===== src/rtl/uart_pkg.sv =====
// ---------------------------------------------------------------------------
// uart_pkg
//   Shared defaults and constants for the 8N1 UART slice.
//   - CAC_* defaults: clock frequency, baud rate, frame and FIFO geometry.
//   - ERR_* receive status codes reported on error_rx.
//   - FSM state types for the receiver and the transmitter.
//   - clks_per_bit(): rounded clock-cycles-per-bit divisor.
// ---------------------------------------------------------------------------
package uart_pkg;

  localparam int CAC_CLK_FREQUENCY     = 10_000_000;
  localparam int CAC_UART_BAUDRATE     = 115200;
  localparam int CAC_UART_BITLEN       = 8;
  localparam int CAC_UART_BUFFER_WIDTH = 8;
  localparam int CAC_UART_BUFFER_DEPTH = 16;
  localparam int CAC_UART_ERRORNUM     = 4;

  // Receive status codes
  localparam int ERR_OK      = 0;  // frame received and stored
  localparam int ERR_FRAME   = 1;  // stop bit sampled low
  localparam int ERR_OVERRUN = 2;  // good frame, RX FIFO full, byte dropped
  localparam int ERR_START   = 3;  // start bit not low at its centre

  typedef enum logic [1:0] {
    RX_IDLE  = 2'd0,
    RX_START = 2'd1,
    RX_DATA  = 2'd2,
    RX_STOP  = 2'd3
  } rx_state_t;

  typedef enum logic [1:0] {
    TX_IDLE  = 2'd0,
    TX_START = 2'd1,
    TX_DATA  = 2'd2,
    TX_STOP  = 2'd3
  } tx_state_t;

  // Integer division rounded to nearest: 10 MHz / 115200 -> 87.
  function automatic int clks_per_bit(input int clk_freq, input int baud);
    return (clk_freq + baud / 2) / baud;
  endfunction

endpackage


===== src/rtl/uart_fifo.sv =====
// ---------------------------------------------------------------------------
// uart_fifo
//   Synchronous first-word-fall-through FIFO used for both UART directions.
//   Ports:
//     clk      in   system clock, rising edge
//     rstb     in   asynchronous active-low reset; clears storage and pointers
//     i_push   in   write i_data (ignored while full)
//     i_data   in   WIDTH-bit write data
//     i_pop    in   discard the head word (ignored while empty)
//     o_head   out  current head word, valid whenever o_empty is low
//     o_full   out  registered full flag
//     o_empty  out  registered empty flag
// ---------------------------------------------------------------------------
module uart_fifo #(
  parameter int WIDTH = 8,
  parameter int DEPTH = 16
) (
  input  logic             clk,
  input  logic             rstb,
  input  logic             i_push,
  input  logic [WIDTH-1:0] i_data,
  input  logic             i_pop,
  output logic [WIDTH-1:0] o_head,
  output logic             o_full,
  output logic             o_empty
);

  localparam int AW = $clog2(DEPTH);

  logic [WIDTH-1:0] r_mem [DEPTH];
  logic [AW-1:0]    r_wr_ptr;
  logic [AW-1:0]    r_rd_ptr;
  logic [AW:0]      r_count;
  logic             r_full;
  logic             r_empty;

  logic             w_push;
  logic             w_pop;
  logic [AW:0]      w_count_next;

  // Qualified operations: a blocked push or pop leaves everything untouched.
  assign w_push = i_push && !r_full;
  assign w_pop  = i_pop && !r_empty;

  always_comb begin
    w_count_next = r_count;
    case ({w_push, w_pop})
      2'b10:   w_count_next = r_count + (AW+1)'(1);
      2'b01:   w_count_next = r_count - (AW+1)'(1);
      default: w_count_next = r_count;
    endcase
  end

  always_ff @(posedge clk or negedge rstb) begin
    if (!rstb) begin
      for (int i = 0; i < DEPTH; i++) begin
        r_mem[i] <= '0;
      end
      r_wr_ptr <= '0;
      r_rd_ptr <= '0;
      r_count  <= '0;
      r_full   <= 1'b0;
      r_empty  <= 1'b1;
    end else begin
      if (w_push) begin
        r_mem[r_wr_ptr] <= i_data;
        r_wr_ptr        <= r_wr_ptr + AW'(1);  // wraps modulo DEPTH
      end
      if (w_pop) begin
        r_rd_ptr <= r_rd_ptr + AW'(1);
      end
      r_count <= w_count_next;
      // Flags come from the next count so they are correct the cycle after
      // the operation without a combinational path from i_push/i_pop.
      r_full  <= (w_count_next == (AW+1)'(DEPTH));
      r_empty <= (w_count_next == '0);
    end
  end

  // Head is read straight from the array so a freshly written first word
  // appears on o_head together with o_empty falling.
  assign o_head  = r_mem[r_rd_ptr];
  assign o_full  = r_full;
  assign o_empty = r_empty;

endmodule


===== src/rtl/uart.sv =====
// ---------------------------------------------------------------------------
// uart
//   Full-duplex 8N1 UART, MSB first, with RX and TX FIFOs.
//   Ports:
//     clk        in   system clock, rising edge
//     rstb       in   asynchronous active-low reset
//     rx         in   serial input (idle high, asynchronous to clk)
//     tx         out  serial output (idle high)
//     data_out   out  head of RX FIFO (first-word fall-through)
//     out_full   out  RX FIFO full
//     out_empty  out  RX FIFO empty
//     out_read   in   pop one RX word per clock
//     data_in    in   byte to transmit
//     in_write   in   push data_in into TX FIFO, one word per clock
//     in_full    out  TX FIFO full
//     in_empty   out  TX FIFO empty
//     error_rx   out  status of the last completed RX frame (ERR_* codes)
// ---------------------------------------------------------------------------
module uart
  import uart_pkg::*;
#(
  parameter int BAUDRATE      = CAC_UART_BAUDRATE,
  parameter int CLK_FREQ      = CAC_CLK_FREQUENCY,
  parameter int BITLEN        = CAC_UART_BITLEN,
  parameter int BUFFER_WIDTH  = CAC_UART_BUFFER_WIDTH,
  parameter int BUFFER_LENGTH = CAC_UART_BUFFER_DEPTH,
  parameter int ERRORNUM      = CAC_UART_ERRORNUM
) (
  input  logic                        clk,
  input  logic                        rstb,
  input  logic                        rx,
  output logic                        tx,
  output logic [BITLEN-1:0]           data_out,
  output logic                        out_full,
  output logic                        out_empty,
  input  logic                        out_read,
  input  logic [BITLEN-1:0]           data_in,
  input  logic                        in_write,
  output logic                        in_full,
  output logic                        in_empty,
  output logic [$clog2(ERRORNUM)-1:0] error_rx
);

  localparam int CLKS_PER_BIT = clks_per_bit(CLK_FREQ, BAUDRATE);
  localparam int CNT_W        = $clog2(CLKS_PER_BIT);
  localparam int BIT_W        = $clog2(BITLEN);
  localparam int ERR_W        = $clog2(ERRORNUM);

  localparam logic [CNT_W-1:0] CNT_LAST = CNT_W'(CLKS_PER_BIT - 1);
  localparam logic [CNT_W-1:0] CNT_HALF = CNT_W'(CLKS_PER_BIT / 2 - 1);
  localparam logic [BIT_W-1:0] BIT_LAST = BIT_W'(BITLEN - 1);

  // -------------------------------------------------------------------------
  // FIFOs
  // -------------------------------------------------------------------------
  logic                    w_rx_push;
  logic [BUFFER_WIDTH-1:0] w_rx_head;
  logic                    w_rx_full;
  logic                    w_rx_empty;

  logic                    w_tx_pop;
  logic [BUFFER_WIDTH-1:0] w_tx_head;
  logic                    w_tx_full;
  logic                    w_tx_empty;

  logic [BITLEN-1:0]       r_rx_shift;

  uart_fifo #(
    .WIDTH (BUFFER_WIDTH),
    .DEPTH (BUFFER_LENGTH)
  ) u_rx_fifo (
    .clk     (clk),
    .rstb    (rstb),
    .i_push  (w_rx_push),
    .i_data  (r_rx_shift),
    .i_pop   (out_read),
    .o_head  (w_rx_head),
    .o_full  (w_rx_full),
    .o_empty (w_rx_empty)
  );

  uart_fifo #(
    .WIDTH (BUFFER_WIDTH),
    .DEPTH (BUFFER_LENGTH)
  ) u_tx_fifo (
    .clk     (clk),
    .rstb    (rstb),
    .i_push  (in_write),
    .i_data  (data_in),
    .i_pop   (w_tx_pop),
    .o_head  (w_tx_head),
    .o_full  (w_tx_full),
    .o_empty (w_tx_empty)
  );

  assign data_out  = w_rx_head;
  assign out_full  = w_rx_full;
  assign out_empty = w_rx_empty;
  assign in_full   = w_tx_full;
  assign in_empty  = w_tx_empty;

  // -------------------------------------------------------------------------
  // Receiver
  // -------------------------------------------------------------------------
  logic              r_rx_meta;
  logic              r_rx_sync;
  logic              r_rx_prev;
  rx_state_t         r_rx_state;
  rx_state_t         w_rx_state_next;
  logic [CNT_W-1:0]  r_rx_cnt;
  logic [CNT_W-1:0]  w_rx_cnt_next;
  logic [BIT_W-1:0]  r_rx_bit;
  logic [BIT_W-1:0]  w_rx_bit_next;
  logic [BITLEN-1:0] w_rx_shift_next;
  logic [ERR_W-1:0]  r_rx_err;
  logic [ERR_W-1:0]  w_rx_err_next;

  always_ff @(posedge clk or negedge rstb) begin
    if (!rstb) begin
      // Synchronizer resets to the idle line level so reset release never
      // looks like a start edge.
      r_rx_meta  <= 1'b1;
      r_rx_sync  <= 1'b1;
      r_rx_prev  <= 1'b1;
      r_rx_state <= RX_IDLE;
      r_rx_cnt   <= '0;
      r_rx_bit   <= '0;
      r_rx_shift <= '0;
      r_rx_err   <= '0;
    end else begin
      r_rx_meta  <= rx;
      r_rx_sync  <= r_rx_meta;
      r_rx_prev  <= r_rx_sync;
      r_rx_state <= w_rx_state_next;
      r_rx_cnt   <= w_rx_cnt_next;
      r_rx_bit   <= w_rx_bit_next;
      r_rx_shift <= w_rx_shift_next;
      r_rx_err   <= w_rx_err_next;
    end
  end

  always_comb begin
    w_rx_state_next = r_rx_state;
    w_rx_cnt_next   = r_rx_cnt + CNT_W'(1);
    w_rx_bit_next   = r_rx_bit;
    w_rx_shift_next = r_rx_shift;
    w_rx_err_next   = r_rx_err;
    w_rx_push       = 1'b0;
    case (r_rx_state)
      RX_IDLE: begin
        w_rx_cnt_next = '0;
        if (r_rx_prev && !r_rx_sync) begin
          w_rx_state_next = RX_START;
        end
      end
      RX_START: begin
        // Half a bit after the edge we are at the start-bit centre; a line
        // that has already returned high was a glitch, not a frame.
        if (r_rx_cnt == CNT_HALF) begin
          w_rx_cnt_next = '0;
          w_rx_bit_next = '0;
          if (!r_rx_sync) begin
            w_rx_state_next = RX_DATA;
          end else begin
            w_rx_err_next   = ERR_W'(ERR_START);
            w_rx_state_next = RX_IDLE;
          end
        end
      end
      RX_DATA: begin
        if (r_rx_cnt == CNT_LAST) begin
          w_rx_cnt_next = '0;
          // Shift in from the LSB end: the first bit received ends up as MSB.
          w_rx_shift_next = {r_rx_shift[BITLEN-2:0], r_rx_sync};
          if (r_rx_bit == BIT_LAST) begin
            w_rx_state_next = RX_STOP;
          end else begin
            w_rx_bit_next = r_rx_bit + BIT_W'(1);
          end
        end
      end
      RX_STOP: begin
        // Leave at the stop-bit centre so the next start edge can be caught
        // even if the sender runs slightly fast.
        if (r_rx_cnt == CNT_LAST) begin
          w_rx_cnt_next   = '0;
          w_rx_state_next = RX_IDLE;
          if (!r_rx_sync) begin
            w_rx_err_next = ERR_W'(ERR_FRAME);
          end else if (w_rx_full) begin
            w_rx_err_next = ERR_W'(ERR_OVERRUN);
          end else begin
            w_rx_push     = 1'b1;
            w_rx_err_next = ERR_W'(ERR_OK);
          end
        end
      end
      default: begin
        w_rx_state_next = RX_IDLE;
      end
    endcase
  end

  assign error_rx = r_rx_err;

  // -------------------------------------------------------------------------
  // Transmitter
  // -------------------------------------------------------------------------
  tx_state_t         r_tx_state;
  tx_state_t         w_tx_state_next;
  logic [CNT_W-1:0]  r_tx_cnt;
  logic [CNT_W-1:0]  w_tx_cnt_next;
  logic [BIT_W-1:0]  r_tx_bit;
  logic [BIT_W-1:0]  w_tx_bit_next;
  logic [BITLEN-1:0] r_tx_shift;
  logic [BITLEN-1:0] w_tx_shift_next;
  logic              r_tx;
  logic              w_tx_next;

  always_ff @(posedge clk or negedge rstb) begin
    if (!rstb) begin
      r_tx_state <= TX_IDLE;
      r_tx_cnt   <= '0;
      r_tx_bit   <= '0;
      r_tx_shift <= '0;
      r_tx       <= 1'b1;
    end else begin
      r_tx_state <= w_tx_state_next;
      r_tx_cnt   <= w_tx_cnt_next;
      r_tx_bit   <= w_tx_bit_next;
      r_tx_shift <= w_tx_shift_next;
      r_tx       <= w_tx_next;
    end
  end

  // The line level is registered; every transition below sets the level
  // the line will carry during the state being entered.
  always_comb begin
    w_tx_state_next = r_tx_state;
    w_tx_cnt_next   = r_tx_cnt + CNT_W'(1);
    w_tx_bit_next   = r_tx_bit;
    w_tx_shift_next = r_tx_shift;
    w_tx_next       = r_tx;
    w_tx_pop        = 1'b0;
    case (r_tx_state)
      TX_IDLE: begin
        w_tx_cnt_next = '0;
        w_tx_next     = 1'b1;
        if (!w_tx_empty) begin
          w_tx_pop        = 1'b1;
          w_tx_shift_next = w_tx_head;
          w_tx_state_next = TX_START;
          w_tx_next       = 1'b0;
        end
      end
      TX_START: begin
        if (r_tx_cnt == CNT_LAST) begin
          w_tx_cnt_next   = '0;
          w_tx_bit_next   = '0;
          w_tx_state_next = TX_DATA;
          w_tx_next       = r_tx_shift[BITLEN-1];
        end
      end
      TX_DATA: begin
        if (r_tx_cnt == CNT_LAST) begin
          w_tx_cnt_next = '0;
          if (r_tx_bit == BIT_LAST) begin
            w_tx_state_next = TX_STOP;
            w_tx_next       = 1'b1;
          end else begin
            w_tx_bit_next   = r_tx_bit + BIT_W'(1);
            w_tx_shift_next = {r_tx_shift[BITLEN-2:0], 1'b0};
            w_tx_next       = r_tx_shift[BITLEN-2];
          end
        end
      end
      TX_STOP: begin
        if (r_tx_cnt == CNT_LAST) begin
          w_tx_cnt_next = '0;
          // Chain straight into the next start bit when a word is waiting,
          // so the stop bit is never stretched by an idle cycle.
          if (!w_tx_empty) begin
            w_tx_pop        = 1'b1;
            w_tx_shift_next = w_tx_head;
            w_tx_state_next = TX_START;
            w_tx_next       = 1'b0;
          end else begin
            w_tx_state_next = TX_IDLE;
            w_tx_next       = 1'b1;
          end
        end
      end
      default: begin
        w_tx_state_next = TX_IDLE;
        w_tx_next       = 1'b1;
      end
    endcase
  end

  assign tx = r_tx;

endmodule


===== config.mk =====
export PLATFORM = sky130hd
export DESIGN_NAME = uart
export DESIGN_NICKNAME = d
export VERILOG_FILES = /design/src/rtl/uart_pkg.sv /design/src/rtl/uart_fifo.sv /design/src/rtl/uart.sv
export SDC_FILE = /design/constraint.sdc
export NUM_CORES = 1
export LEC_CHECK = 0
export CORE_UTILIZATION = 45
export DETAILED_ROUTE_END_ITERATION = 10
export GPL_ROUTABILITY_DRIVEN = 0
export PLACE_DENSITY_LB_ADDON = 0.3
export SLEW_MARGIN = 20
export SYNTH_ARGS = -nofsm -noshare
export SYNTH_HDL_FRONTEND = slang
export SYNTH_HIERARCHICAL = 1
export SYNTH_SLANG_ARGS = --single-unit

===== constraint.sdc =====
create_clock -name clk -period 9.2 [get_ports clk]
set_input_delay 0.92 -clock clk [delete_from_list [all_inputs] [get_ports clk]]
set_output_delay 0.92 -clock clk [all_outputs]
set_load 0.005 [all_outputs]

Word level (Yosys, flattened, before mapping)
Index checks and enable logic that the tools add are counted.
Storage, ports and cells
  register bits: 332
  output and inout port bits: 15
  logic and storage cells: 202
Operators by class
  add/subtract/negate cells: 12
  order comparisons: 6
  equality and inequality tests: 30
  muxes and demuxes: 65
  bitwise operators: 4
  reduce and logical (&&, ||, !) cells: 30
Operator list (count)
  $bwmux W128: 2
  $mux W8: 10
  $bmux W8 S4: 2
  $demux W8 S4: 2
  $mux W2: 16
  $ne A2 B2 Y1 const B: 13
  $pmux W8 S3: 1
  $mux W7: 3
  $pmux W7 S3: 1
  $ge A5 B5 Y1 const B: 4
  $not A4 Y5: 4
  $pmux W5 S2: 2
  $mux W3: 6
  $add A4 B1 Y4 const B: 4
  $pmux W2 S4: 2
  $reduce_and A4 Y1: 4
  $add A7 B1 Y7 const B: 2
  $eq A7 B7 Y1 const B: 2
  $pmux W7 S2: 1
  $eq A2 B2 Y1 const B: 6
  $mux W1: 12
  $pmux W3 S2: 2
  $add A5 B1 Y5 const B: 2
  $eq A5 B5 Y1 const B: 2
  other kinds (20): 42

Logic depth before layout (Yosys ltp)
Gate-level depths: netlist (run 1).
  depth after elaboration: 8
  gate-level depth with buffers: 17
  gate-level depth less buffers: 16

By module
Netlist (run 1), hierarchy kept.
Modules (own cells, without submodules)
  uart_fifo at u_rx_fifo: instances 1, cells each 426, area each 6789.0 µm², sequential area each 3579.7 µm²
  uart_fifo at u_tx_fifo: instances 1, cells each 429, area each 6789.0 µm², sequential area each 3579.7 µm²
  uart: instances 1, cells each 209, area each 2399.8 µm², sequential area each 1156.1 µm²

Worst setup path after synthesis (run 1)
Ideal clock, no wire load.
  kind: flip-flop to flip-flop
  from: reg r_rx_cnt[0]
  to: reg u_rx_fifo.r_full, in the netlist u_rx_fifo/o_full
  library setup time: 0.135 ns
  arrival time: 2.965 ns
  required time: 9.065 ns
  path slack: 6.100 ns
  cell stages (with the launch flop): 17
  cells stage by stage: dfrtp_1 > inv_1 > ha_1 > nor2b_1 > and2_1 > nand3_1 > nor3b_1 > nor2b_1 > buf_4 > inv_2 > ha_1 > clkbuf_1 > nand2b_1 > a21oi_1 > or3b_2 > o211ai_2 > a211oi_1
On the way
  longest elaborated chain between the ends: 7
  elaborated cells between the ends (all ways): 8
  those cells by class: 4 x eq/ne; 3 x mux; 1 x reduce/logical
RTL lines
  from (decl): RTL line uart.sv:110  | logic [CNT_W-1:0] r_rx_cnt;
  from (signal assigned): RTL line uart.sv:135  | r_rx_cnt <= w_rx_cnt_next;
  $eq A7 B7 Y1 *: RTL line uart.sv:185  | if (r_rx_cnt == CNT_LAST) begin
  $mux W1 *: RTL line uart.sv:185
  $mux W1 *: RTL line uart.sv:149  | case (r_rx_state)
  net w_rx_push: RTL line uart.sv:56  | logic w_rx_push;
  $logic_and A1 B1 Y1 *: RTL line uart_fifo.sv:42  | assign w_push = i_push && !r_full;
  $eq A2 B1 Y1 / $eq A2 B2 Y1 (equally long branches): RTL line uart_fifo.sv:47  | case ({w_push, w_pop})
  $pmux W5 S2 *: RTL line uart_fifo.sv:47
  net u_rx_fifo.w_count_next[3]: RTL line uart_fifo.sv:39  | logic [AW:0] w_count_next;
  $eq A5 B5 Y1 *: RTL line uart_fifo.sv:75  | r_full <= (w_count_next == (AW+1)'(DEPTH));
  to (signal assigned): RTL line uart_fifo.sv:75
  to (decl): RTL line uart_fifo.sv:34  | logic r_full;
Mark *: on every way through the listed nets, which the timed path passes. The rest lies on a longest branch.
A chain may end at the register's enable or synchronous reset.

Worst setup path after layout (run 1)
  from: reg u_rx_fifo.r_rd_ptr[0]
  to: out data_out[3]
On the way
  longest elaborated chain between the ends: 4
RTL lines
  from (decl): RTL line uart_fifo.sv:32  | logic [AW-1:0] r_rd_ptr;
  from (signal assigned): RTL line uart_fifo.sv:70  | r_rd_ptr <= r_rd_ptr + AW'(1);
  $not A4 Y5 (not written as such): RTL line uart_fifo.sv:82  | assign o_head = r_mem[r_rd_ptr];
  $bmux W8 S4: RTL line uart_fifo.sv:82
  $mux W8 (not written as such) (2 in a row): RTL line uart_fifo.sv:82
  to (decl): RTL line uart.sv:33  | output logic [BITLEN-1:0] data_out,
No other way between the ends. The select of a mux whose other input is x is not followed.

==> flow_summary.rst, run 1 <==
.. list-table::
   :header-rows: 1

   * - Metric
     - Value
   * - Result of the run
     - finished, final reports clean
   * - Area of the core
     - 34700 um2
   * - Transition time at the pin with the least slew margin
     - 1.07 ns
   * - Root buffer cell
     - clkbuf_16
   * - Final setup violation count
     - 0
   * - Count of different cell masters after synthesis
     - 73
   * - Clock network fraction of total power
     - 28.9%
   * - Diodes inserted
     - 0
   * - Count of flip-flops with a built-in enable after synthesis
     - 0
   * - Worst Slack Setup Final
     - 5.04 ns
   * - Number of cells on the worst reg-to-reg path
     - 16
   * - Setup slack of the worst register-to-register path
     - 5.37 ns
   * - Synthesized netlist net count
     - 1107
   * - Number of register bits inferred by synthesis
     - 332
   * - First-pass GRT wire length
     - 51.6 mm
   * - Combined area of all synthesized cells
     - 16000 um2
   * - Most frequent cells in the layout
     - 324 x dfrtp_1, 276 x mux2_2, 49 x mux4_1
   * - Combinational power share
     - 29.4%
   * - Sequential element share of the synthesized area
     - 52.0%
   * - CP startpoint kind
     - flip-flop
   * - Reported net switching power
     - 1.56 mW
   * - Initial antenna violation count
     - 0
   * - Detailed placer's ending HPWL
     - 19.9 mm
   * - Pwr dens
     - 290 nW/um2
   * - Top fanout value on the critical path
     - 26
   * - Final design instance area without fill
     - 17800 um2
   * - Number of max-cap violations
     - 0
   * - Input/output buffers
     - 27
   * - Clock Skews
     - 0.0208 ns
   * - Via density
     - 5.67
   * - Worst slack at placement
     - 5.25 ns
   * - Mean routed wirelength per cell
     - 19.9 um
   * - Fraction of final layout cells with drive strength greater than 1
     - 37.7%
   * - Clock Pin Slew Worst Setup and Hold Paths
     - 0.06 ns
   * - Post-Synthesis Cells
     - 1064
   * - Arrival time of the worst setup path
     - 3.24 ns
   * - Vias in the first global route
     - 9229
   * - Area growth from synthesis to final layout
     - 11.4%
   * - Net total in the final layout
     - 1124
   * - Portion of netlist area occupied by mux cells
     - 32.3%
   * - Initial Util
     - 46.0%
   * - Antenna viol nets, final
     - 0
   * - IO Count
     - 28
   * - Crit path capture type
     - output port
   * - Met3 routed WL
     - 1.01 mm
   * - Vertical die dimension
     - 190 um
   * - Final routed DRC violation total
     - 0
   * - Sequential power share
     - 41.7%
   * - Fmax achieved
     - 0.240 GHz
   * - Pin count of the biggest net entering global routing
     - 169
   * - Leak Pwr
     - 8.22 nW
   * - Most common cell after layout, fill and taps aside
     - dfrtp_1
   * - Reg-to-reg endpoint
     - u_rx_fifo/o_full$_DFF_PN0_
   * - Most used DFF post-synth
     - dfrtp_1
   * - Rows
     - 68
   * - Adder-cell share of the synthesized area
     - 2.35%
   * - Detail Route met2 WL
     - 15.0 mm
   * - GRT Resource Usage Total
     - 18.2%
   * - Post_cts resized
     - 0
   * - Number of vias after detailed routing
     - 8875
   * - Pins over their slew limit
     - 0
   * - Number of buffers added to fix hold violations after cts
     - 0
   * - XOR/XNOR share of the synthesized area
     - 1.53%
   * - Worst endpoint required time
     - 8.28 ns
   * - Worst hold path type
     - input port to async pin
   * - Average cell area after synthesis
     - 15.0 um2
   * - Starting DRT DRC Count
     - 461
   * - End-of-flow core utilization
     - 51.3%
   * - Met1 Routed Length
     - 14.8 mm
   * - Number of cells in the finished layout apart from fillers
     - 1565
   * - Fraction of registers with async set or reset after synthesis
     - 100%
   * - Clock tree from TritonCTS
     - done
   * - Die X-Extent
     - 190 um
   * - Instance area after placement
     - 16500 um2
   * - Warnings, synthesis
     - 6
   * - H-tree levels
     - 2
   * - Num CTS Buffers
     - 38
   * - Area enclosed by the die boundary
     - 36300 um2
   * - Post-CTS setup repair buffer count
     - 0
   * - Critical path start-end classification
     - flip-flop to output port
   * - Placed cell count
     - 1496
   * - Sum Neg Setup Slack
     - 0 ns
   * - Post-layout minimum cycle time
     - 4.16 ns
   * - Final hold violations
     - 0
   * - First-pass iteration count of the detailed router
     - 4
   * - Fin crit share
     - 45.2%
   * - Dominant combinational cell family by area after synthesis
     - multiplexers
   * - Area fraction in compound gates after synthesis
     - 3.63%
   * - Clock buffer depth
     - 3
   * - Sw Share
     - 30.2%
   * - Unrepaired setup endpoints after global routing
     - false
   * - Total power of the final layout
     - 5.17 mW
   * - Startpoint of the worst-slack reg-to-reg timing path
     - r_rx_cnt[0]$_DFF_PN0_
   * - Global route total overflow
     - 0
   * - Basic-gate share of the synthesized area counting and, or, nand and nor cells
     - 5.47%
   * - Highest metal used
     - met4
   * - Maximum vdd ir drop
     - 0.200 mV
   * - Internal power of the cells
     - 3.61 mW
   * - Clk_lat worst skew
     - 0.54 ns
   * - Sink Count
     - 332
   * - Post-detailed-routing wire length
     - 31.2 mm
   * - Worst slack on hold paths
     - 0.358 ns
   * - Worst rel slew slack
     - 28.5%
## registers in the layout, summed over array words and instances, names as in the netlist, 2 cells and up, named ones only
name                count
u_tx_fifo/r_rd_ptr      4
u_tx_fifo/r_mem       128
r_tx_bit                3
r_rx_shift              8
r_tx_state              2
u_tx_fifo/r_wr_ptr      4
u_tx_fifo/r_count       5
r_rx_bit                3
u_rx_fifo/r_wr_ptr      4
u_rx_fifo/r_rd_ptr      4
error_rx                2
r_rx_cnt                7
u_rx_fifo/r_mem       128
r_tx_cnt                7
u_rx_fifo/r_count       5
r_tx_shift              8
## worst max-delay path by stage
stage,cells past startpoint,start,slack [ns],endpoint
floorplan,16,r_rx_cnt[0]$_DFF_PN0_,6.10,u_rx_fifo/o_full$_DFF_PN0_
global placement,10,in_write,5.28,u_tx_fifo/o_full$_DFF_PN0_
detailed placement,10,in_write,5.25,u_tx_fifo/o_full$_DFF_PN0_
CTS,4,u_rx_fifo/r_rd_ptr[0]$_DFFE_PN0P_,4.98,data_out[3]
global route,4,u_rx_fifo/r_rd_ptr[0]$_DFFE_PN0P_,4.91,data_out[3]
finish,4,u_rx_fifo/r_rd_ptr[0]$_DFFE_PN0P_,5.04,data_out[3]
## area by class of cell
| cell class | instances | area, um2 |
|---|---|---|
| multi-input cells | 654 | 7240 |
| flip-flops and latches | 332 | 8320 |
| repair buffers | 32 | 329 |
| well taps | 455 | 569 |
| fillers | 2905 | 16900 |
| clock buffers | 59 | 1170 |
| inverters | 23 | 86.3 |
| clock inverters | 10 | 83.8 |
## synthesized netlist by cell type (all sizes together), types with 13 or more instances
master | count | area, um2
xnor2 | 24 | 210
nand3 | 20 | 100
buf | 24 | 221
ha | 30 | 375
inv | 23 | 86.3
a21oi | 13 | 76.3
clkbuf | 31 | 116
nand2 | 45 | 181
dfrtp | 326 | 8160
nor2 | 39 | 184
mux4 | 80 | 1990
mux2 | 281 | 3160
## power groups by stage
stage	Sequential, mW	Combinational (mW)	Clock (mW)
6_report	2.16	1.52	1.49
5_1_grt	2.22	1.66	1.59
4_1_cts	2.16	1.54	1.53
3_5_place_dp	2.19	1.53	0
3_3_place_gp	2.17	1.49	0
2_1_floorplan	1.99	1.38	0
## kinds of logic (layout without fill, tap and decap cells)
group                      after synthesis  after routing
adders and majority gates               30             30
AOI/OAI and AO/OA                       74             74
xor gates and xnor gates                28             28
muxes                                  362            362
DFF                                    332            332
buffers and inverters                   78            124
and+or+nand+nor                        160            160
## worst max-delay path, stage by stage (launching register included)
cell and delay [ns]:
dfrtp_2 0.56, buf_4 0.49, mux4_4 0.71, mux4_2 0.47, clkdlybuf4s50_1 0.45
## per-layer routing
metal / vias up / track usage, %
met1: 4674 / 25.6
met3: 35 / 3.31
met2: 114 / 29.0
met4: 0 / 4.58
li1: 4052 / -
met5: - / 0
Note: power is estimated with default switching activity, not from simulation.
==> run 2: changes to the inputs <==
==> constraint.sdc (replaced) <==
create_clock -name clk -period 4.1 [get_ports clk]
set_input_delay 0.41 -clock clk [delete_from_list [all_inputs] [get_ports clk]]
set_output_delay 0.41 -clock clk [all_outputs]
set_load 0.005 [all_outputs]
==> run 2 against run 1 <==
The flow now finishes with violations (negative hold slack). Register-to-register slack got worse by 4.7 ns. Global-route usage rose by 0.23 points. Flip-flop and latch count is the same. Hold slack worse by 0.39 ns. Setup slack worse by 4.4 ns. Sequential power rose by 120%. Sequential share of layout area shrank 0.18 points. Wire length up 2.1%. Largest power group unchanged. Non-clock buffer count grew 10.
==> flow_summary.rst, run 2 (synthesis gave the netlist of run 1 again) <==
.. list-table::
   :header-rows: 1

   * - Metric
     - Value
   * - Final hold violations
     - 7
   * - Placed cell count
     - 1506
   * - Clock tree from TritonCTS
     - done
   * - Transition time at the pin with the least slew margin
     - 0.991 ns
   * - Final setup violation count
     - 0
   * - Worst slack at placement
     - 0.707 ns
   * - Leak Pwr
     - 8.27 nW
   * - Fin crit share
     - 83.3%
   * - Net total in the final layout
     - 1134
   * - Antenna viol nets, final
     - 0
   * - Vertical die dimension
     - 190 um
   * - Top fanout value on the critical path
     - 9
   * - Clock buffer depth
     - 3
   * - GRT Resource Usage Total
     - 18.4%
   * - Sum Neg Setup Slack
     - 0 ns
   * - Crit path capture type
     - flip-flop
   * - Clock Pin Slew Worst Setup and Hold Paths
     - 0.06 ns
   * - Worst hold path type
     - input port to async pin
   * - Final routed DRC violation total
     - 0
   * - First-pass iteration count of the detailed router
     - 5
   * - Num CTS Buffers
     - 38
   * - Fraction of final layout cells with drive strength greater than 1
     - 38.3%
   * - Worst endpoint required time
     - 4.50 ns
   * - Diodes inserted
     - 0
   * - Detailed placer's ending HPWL
     - 20.5 mm
   * - Most common cell after layout, fill and taps aside
     - dfrtp_1
   * - H-tree levels
     - 2
   * - Initial antenna violation count
     - 0
   * - Clock Skews
     - 0.0171 ns
   * - Number of cells on the worst reg-to-reg path
     - 15
   * - Startpoint of the worst-slack reg-to-reg timing path
     - r_rx_cnt[0]$_DFF_PN0_
   * - Unrepaired setup endpoints after global routing
     - false
   * - Worst rel slew slack
     - 33.9%
   * - Result of the run
     - finished, violations left
   * - Area of the core
     - 34700 um2
   * - Die X-Extent
     - 190 um
   * - Library cell contributing the largest single delay on the critical path
     - or3b_2
   * - Sink Count
     - 332
   * - Input/output buffers
     - 27
   * - Via density
     - 5.68
   * - Root buffer cell
     - clkbuf_16
   * - End-of-flow core utilization
     - 51.5%
   * - Number of vias after detailed routing
     - 8924
   * - Worst setup path start
     - r_rx_cnt[0]$_DFF_PN0_
   * - Reg-to-reg endpoint
     - u_rx_fifo/o_full$_DFF_PN0_
   * - IO Count
     - 28
   * - Rows
     - 68
   * - Fmax achieved
     - 0.293 GHz
   * - Arrival time of the worst setup path
     - 3.81 ns
   * - First-pass GRT wire length
     - 52.1 mm
   * - Area growth from synthesis to final layout
     - 11.8%
   * - Post-detailed-routing wire length
     - 31.9 mm
   * - Post_cts resized
     - 0
   * - Number of cells in the finished layout apart from fillers
     - 1571
   * - Post-layout minimum cycle time
     - 3.42 ns
   * - Critical path start-end classification
     - flip-flop to flip-flop
   * - Number of buffers added to fix hold violations after cts
     - 0
   * - Total power of the final layout
     - 11.6 mW
   * - Worst slack on hold paths
     - -0.0285 ns
   * - Starting DRT DRC Count
     - 461
   * - Maximum vdd ir drop
     - 0.372 mV
   * - Post-CTS setup repair buffer count
     - 0
   * - Clk_lat worst skew
     - 0.53 ns
   * - Mean routed wirelength per cell
     - 20.3 um
   * - Pwr dens
     - 650 nW/um2
   * - Most frequent cells in the layout
     - 324 x dfrtp_1, 276 x mux2_2, 49 x mux4_1
   * - Violations in the final reports
     - negative hold slack
   * - Pin count of the biggest net entering global routing
     - 127
   * - Setup slack of the worst register-to-register path
     - 0.68 ns
   * - CP startpoint kind
     - flip-flop
   * - Worst Slack Setup Final
     - 0.684 ns
   * - Worst path cell trace
     - inv_1, ha_1, nor2b_1, and2_1, nand3_1, nor3b_1, nor2b_1, buf_4, inv_2, ha_1, nand2b_1, a21oi_1, or3b_2, o211ai_2, a211oi_1
   * - Area enclosed by the die boundary
     - 36300 um2
   * - Vias in the first global route
     - 9323
   * - Global route total overflow
     - 0
   * - Initial Util
     - 46.0%
   * - Biggest regs
     - u_rx_fifo/r_mem (128), u_tx_fifo/r_mem (128)
   * - Number of max-cap violations
     - 0
   * - Slowest stage delay, CP
     - 0.47 ns
   * - Pins over their slew limit
     - 0
==> run 2: worst max-delay path: cells and delay by family (launching register included) <==
kind	cells	cell delay [ns]
AO/OA/AOI/OAI	3	0.31
adder cells (fa/ha/maj)	2	0.59
buffers and inverters	3	0.33
flip-flops	1	0.40
AND/OR/NAND/NOR	7	1.64
==> run 2: per-stage QoR <==
step	area, um2	hold WS [ns]
global route	17900	0.0789
CTS	17900	0.0298
floorplan	16000	0.114
finish	17900	-0.0285
detailed placement	16600	0.376
global placement	16600	0.377
==> run 2: per-layer routing <==
layer	share of wire [%]	GRT usage [%]
met5	0	0
met4	1.9	5.32
met3	3.5	3.28
met2	48	29.3
met1	47	25.8
==> run 2: area by class of cell <==
cell class / instances / area (um2)
Multi-Input combinational cell: 654 / 7240
Tap cell: 455 / 569
Inverter: 23 / 86.3
Timing Repair Buffer: 42 / 425
Sequential cell: 332 / 8320
Clock buffer: 55 / 1130
Clock inverter: 10 / 104
Fill cell: 2870 / 16800
==> run 2: worst max path at each step <==
stage | to | cells after the start
final | u_rx_fifo/o_full$_DFF_PN0_ | 15
after floorplan | u_rx_fifo/o_full$_DFF_PN0_ | 16
after CTS | u_rx_fifo/o_full$_DFF_PN0_ | 15
after detailed placement | u_rx_fifo/o_full$_DFF_PN0_ | 17
after global placement | u_rx_fifo/o_full$_DFF_PN0_ | 15
after global routing | u_rx_fifo/o_empty$_DFF_PN1_ | 16
==> run 2: power by group <==
group	internal, mW	total, mW	switching, mW
Sequential	4.12	4.77	0.655
Combinational	1.99	3.52	1.53
Clock	2.02	3.32	1.30
